**src/rtl/controlador_display.sv**
```systemverilog
//------------------------------------------------------------------------------
// controlador_display: time-multiplexed scan controller for an N-digit
// common-anode 7-segment display with tear-free load handshake.
// Rev 1.0
//------------------------------------------------------------------------------
`default_nettype none

module controlador_display #(
  parameter int N_DIGITOS = 4,
  parameter int DIV       = 50000,
  parameter int ANCHO_DIV = 16
) (
  input  logic                   reloj,
  input  logic                   reset,
  input  logic [4*N_DIGITOS-1:0] dato,
  input  logic                   cargar,
  input  logic                   blanco_ceros,
  output logic [3:0]             nibble,
  output logic [2:0]             digito_act,
  output logic [N_DIGITOS-1:0]   anodos,
  output logic                   listo
);

  localparam logic [0:0]           ESPERA  = 1'b0;
  localparam logic [0:0]           BARRIDO = 1'b1;
  localparam logic [ANCHO_DIV-1:0] DIV_MAX = ANCHO_DIV'(DIV - 1);
  localparam logic [2:0]           ULTIMO  = 3'(N_DIGITOS - 1);

  logic [0:0]             estado_q, estado_d;
  logic [ANCHO_DIV-1:0]   div_q, div_d;
  logic [2:0]             digito_q, digito_d;
  logic [3:0]             nibble_q, nibble_d;
  logic [N_DIGITOS-1:0]   anodos_q, anodos_d;
  logic                   listo_q, listo_d;
  logic [4*N_DIGITOS-1:0] visible_q, visible_d;
  logic [4*N_DIGITOS-1:0] shadow_q, shadow_d;
  logic [N_DIGITOS-1:0]   apagado;
  logic                   todo_cero;
  logic                   cierre_marco;

  always_comb begin
    estado_d     = estado_q;
    div_d        = div_q;
    digito_d     = digito_q;
    listo_d      = listo_q;
    visible_d    = visible_q;
    shadow_d     = shadow_q;
    cierre_marco = 1'b0;
    case (estado_q)
      ESPERA: begin
        div_d = '0;
        if (cargar) begin
          visible_d = dato;
          digito_d  = '0;
          estado_d  = BARRIDO;
        end
      end
      BARRIDO: begin
        if (div_q == DIV_MAX) begin
          div_d        = '0;
          cierre_marco = (digito_q == ULTIMO);
          digito_d     = cierre_marco ? 3'd0 : digito_q + 3'd1;
        end else begin
          div_d = div_q + 1'b1;
        end
        // A pending value lands together with the wrap to digit 0, so a frame never mixes old and new.
        if (!listo_q) begin
          if (cierre_marco) begin
            visible_d = shadow_q;
            listo_d   = 1'b1;
          end
        end else if (cargar) begin
          shadow_d = dato;
          listo_d  = 1'b0;
        end
      end
      default: estado_d = ESPERA;
    endcase
  end

  always_comb begin
    nibble_d = '0;
    for (int k = 0; k < N_DIGITOS; k++) begin
      if (int'(digito_d) == k) nibble_d = visible_d[4*k +: 4];
    end
  end

  // Anodes follow the digit shown last cycle, matching the translator's one-cycle latency.
  always_comb begin
    todo_cero = 1'b1;
    apagado   = '0;
    for (int k = N_DIGITOS - 1; k >= 0; k--) begin
      todo_cero  = todo_cero & (visible_q[4*k +: 4] == 4'h0);
      apagado[k] = blanco_ceros & todo_cero & (k != 0);
    end
    anodos_d = '1;
    if (estado_q == BARRIDO) begin
      for (int k = 0; k < N_DIGITOS; k++) begin
        if (int'(digito_q) == k && !apagado[k]) anodos_d[k] = 1'b0;
      end
    end
  end

  always_ff @(posedge reloj) begin
    if (reset) begin
      estado_q  <= ESPERA;
      div_q     <= '0;
      digito_q  <= '0;
      nibble_q  <= '0;
      anodos_q  <= '1;
      listo_q   <= 1'b1;
      visible_q <= '0;
      shadow_q  <= '0;
    end else begin
      estado_q  <= estado_d;
      div_q     <= div_d;
      digito_q  <= digito_d;
      nibble_q  <= nibble_d;
      anodos_q  <= anodos_d;
      listo_q   <= listo_d;
      visible_q <= visible_d;
      shadow_q  <= shadow_d;
    end
  end

  assign nibble     = nibble_q;
  assign digito_act = digito_q;
  assign anodos     = anodos_q;
  assign listo      = listo_q;

endmodule

`default_nettype wire
```
**config.mk**
```make
export PLATFORM = sky130hd
export DESIGN_NAME = controlador_display
export DESIGN_NICKNAME = d
export VERILOG_FILES = /design/src/rtl/controlador_display.sv
export SDC_FILE = /design/constraint.sdc
export NUM_CORES = 1
export LEC_CHECK = 0
export ABC_AREA = 1
export CAP_MARGIN = 20
export CORE_AREA = 2 2 92 94
export DETAILED_ROUTE_END_ITERATION = 7
export DIE_AREA = 0 0 94 96
export PLACE_DENSITY = 0.66
export SETUP_SLACK_MARGIN = 0.3
export SLEW_MARGIN = 10
export SYNTH_ARGS = -nofsm -noshare
export SYNTH_HDL_FRONTEND = slang
export SYNTH_SLANG_ARGS = --single-unit
```
**constraint.sdc**
```tcl
create_clock -name reloj -period 2.3 [get_ports reloj]
set_input_delay 0.23 -clock reloj [delete_from_list [all_inputs] [get_ports reloj]]
set_output_delay 0.23 -clock reloj [all_outputs]
set_load 0.005 [all_outputs]
```
==> impl_metrics.csv <==
group,metric,value,unit
timing,setup_tns,0,ns
logic_synthesis,synthXorXnorAreaFrac,0.00843,
die,fp.dieW,94,µm
worst_setup_path,worstPathArrival,2.13,ns
worst_setup_path,cpLargestDelayFamily,"simple AND/OR/NAND/NOR gates",
die,fp.dieArea,0.00902,mm²
clock_tree,cts_buffer_depth,2,
global_route,grtUsageMet2,0.294,
logic_synthesis,ys_seq_area_frac,0.392,
die,design.core.area,0.00805,mm²
power_and_ir_drop,p_leak,1.55,nW
power_and_ir_drop,power.switching,0.614,mW
layout,nets,496,
clock_tree,postCtsHoldBufs,0,
status,status,"completed",
power_and_ir_drop,swShare,0.247,
global_route,grt_pass1_vias,2785,
logic_synthesis,syn-instance-count,426,
timing,skew,0.0110,ns
timing,rsz0062_at_grt,"no",
die,io_pins,32,
clock_tree,cts-htree-levels,3,
timing,period_share,0.823,
logic_synthesis,synth_edf_count,0,
logic_synthesis,synth.area.mux_share,0,
route,routed_wirelength,7.59,mm
route,first_pass_iters,5,
logic_synthesis,netlist.area_leader.share,0.392,
logic_synthesis,ys_ff_latch,61,
logic_synthesis,synth_common_cells,"nand2_1 (80), dfxtp_1 (61), inv_1 (54)",
layout,drive_gt1_frac,0.192,
flow_run,maxCapViolCount,0,
clock_tree,root_buffer,"clkbuf_8",
global_route,grt_start_max_net_pins,29,
placed_design,place_ws,0.187,ns
timing,period_needed,1.89,ns
global_route,busiest_layer,"met2",
global_route,antenna_found_initial,0,
logic_synthesis,synth.most_common_cell,"nand2_1",
logic_synthesis,synth_largest_area_cell,"dfxtp_1",
worst_setup_path,cp-start-kind,"register",
power_and_ir_drop,combPwrFrac,0.122,
logic_synthesis,netlist_top_cells_area,"dfxtp_1 (39%), nand2_1 (9.6%), inv_1 (6.5%)",
layout,final-instance-count-excl-fill,580,
clock_tree,cts_buffers,9,
die,initial_utilization,0.387,
clock_tree,cts_tree,"yes",
clock_tree,clock-sinks,61,
global_route,grt_pass1_wl,12.6,mm
timing,slew-limit-headroom,0.686,
logic_synthesis,synth_compound_area_frac,0.188,
logic_synthesis,ys_warn_count,0,
logic_synthesis,yosys.area_share.simple,0.286,
logic_synthesis,synth_top_flop_cell,"dfxtp_1",
worst_setup_path,critPathMaxStageDelay,0.38,ns
route,drt-initial-drc-count,156,
power_and_ir_drop,max-vdd-ir-drop,0.376,mV
worst_hold_path,hp-class,"reg2reg",
power_and_ir_drop,intPower,1.87,mW
logic_synthesis,ys_types,36,
placed_design,port_buffers,31,
power_and_ir_drop,seqPwrFrac,0.459,
global_route,grt_overflow,0,
timing,hold_violations,0,
worst_setup_path,cp.required,2.54,ns
logic_synthesis,async_reset_ff_frac,0,
timing,setup_viol,0,
timing,slew_viol_final,0,
route,viasPerCell,5.06,
route,final_antenna_net_count,0,
die,die_y,96,µm
die,num_rows,33,
power_and_ir_drop,power.density,639,mW/mm²
worst_setup_path,critical_path_class,"reg2reg",
clock_tree,clkTransAtPathRegs,0.07,ns
route,wire_per_inst,13.1,µm
route,drc,0,
clock_tree,clkLatencyLatePin,0.35,ns
worst_setup_path,path_cells,"ha_4 > nand3_4 > nor2_4 > nand2_2 > nand2_2 > o211ai_2 > nand2_4 > nand2_1 > nand2_1 > inv_1 > nand2_1 > nand2_1",
placed_design,hpwl,5.37,mm
timing,worst_pin_slew,0.469,ns
route,vias,2936,
logic_synthesis,synth_nets,451,
worst_setup_path,worst-path-max-fanout,10,
worst_setup_path,slowest_stage,"dfxtp_1",
timing,fmax,528,MHz
logic_synthesis,syn_avg_cell_area,7.32,µm²
placed_design,dp_cells,555,
worst_setup_path,endpoint_kind,"register",
placed_design,gp_congestion,0.853,
logic_synthesis,synth_fa_ha_area_frac,0.0201,
power_and_ir_drop,pwr-share-clk,0.419,
layout,n_antenna_cell,0,
timing,setup_ws,0.407,ns
layout,area_delta_synth_final,24.7,%
worst_setup_path,crit_buf_inv,1,
timing,finalHoldWorstSlack,0.443,ns
global_route,grt_use_total,0.177,
logic_synthesis,synth_top_family_by_area,"simple AND/OR/NAND/NOR gates",
logic_synthesis,syn_area,0.00312,mm²
global_route,met1_usage,0.220,
worst_setup_path,path_common_cell,"nand2_1",
global_route,gr-usage-met3,0.0478,
layout,utilization,0.483,
## layer usage
| metal | wire length, µm | share of wire |
|---|---|---|
| met3 | 456 | 0.060 |
| met1 | 3460 | 0.46 |
| met2 | 3510 | 0.46 |
| met5 | 0 | 0 |
| met4 | 158 | 0.021 |
## metrics by stage
stage | power (mW) | instance area [µm²]
floorplan | 1.34 | 3120
global placement | 1.46 | 3540
detailed placement | 1.46 | 3540
CTS | 2.50 | 3800
global route | 2.59 | 3890
finish | 2.48 | 3890
## cells by family after synthesis
family,after synthesis
compound gates,96
xor+xnor,3
fa+ha+maj,5
buf+inv,79
flops,61
simple gates,182
## power groups by stage
stage / Sequential (mW) / Clock [mW] / Combinational (mW)
floorplan: 1.16 / 0 / 0.188
global placement: 1.16 / 0 / 0.295
detailed placement: 1.16 / 0 / 0.299
CTS: 1.14 / 1.06 / 0.301
global route: 1.15 / 1.10 / 0.339
finish: 1.14 / 1.04 / 0.303
## registers in the layout, indices dropped and copies added, names as in the netlist
signal,cells
anodos,4
estado_q,1
shadow_q,16
nibble,4
listo,1
digito_act,3
div_q,16
visible_q,16
## cell usage in the layout, fill, tap and decap left out, types with 4 or more instances in the layout
cell type / instances
o211ai_2: 8
nor2_4: 5
inv_2: 7
dfxtp_1: 58
clkdlybuf4s50_1: 31
inv_1: 54
nand4_1: 9
clkbuf_8: 10
nor2_2: 6
a31oi_1: 5
o21ai_2: 6
nand3_1: 24
buf_4: 18
a21oi_1: 38
o21ai_0: 30
nand2_2: 10
nor2_1: 31
o211ai_1: 4
nand2_1: 80
## path summary, 6_finish.rpt
path / to / slack [ns] / cells past startpoint / start
worst max register to register: nibble[1] / 0.41 / 12 / div_q[1]
worst min register to register: div_q[0] / 0.44 / 1 / div_q[0]
worst min-delay path: div_q[0] / 0.44 / 1 / div_q[0]
worst max-delay path: nibble[1] / 0.41 / 12 / div_q[1]
## final cells by class
type,instances,area (µm²)
sequential,61,1230
inverter,62,233
multi-input combinational,287,1620
timing repair buffer,50,465
tap,105,131
clock inverter,5,75.1
fill,793,4160
clock buffer,10,138
## worst register-to-register path: stages, from the launching register on
cell and delay, ns:
dfxtp_1 0.38, ha_4 0.17, nand3_4 0.11, nor2_4 0.26, nand2_2 0.11, nand2_2 0.11
o211ai_2 0.12, nand2_4 0.15, nand2_1 0.10, nand2_1 0.08, inv_1 0.08, nand2_1 0.09
nand2_1 0.05
## repair_timing
item / in CTS / in global routing
gates resized for setup: 3 / 10
endpoints found under the setup margin: 4 / 4
cloned: 1 / 0
setup buffers: 2 / 7
pin swaps: 2 / 4
endpoints found under the hold margin: 0 / 0
Note: power is estimated with default switching activity, not from simulation.
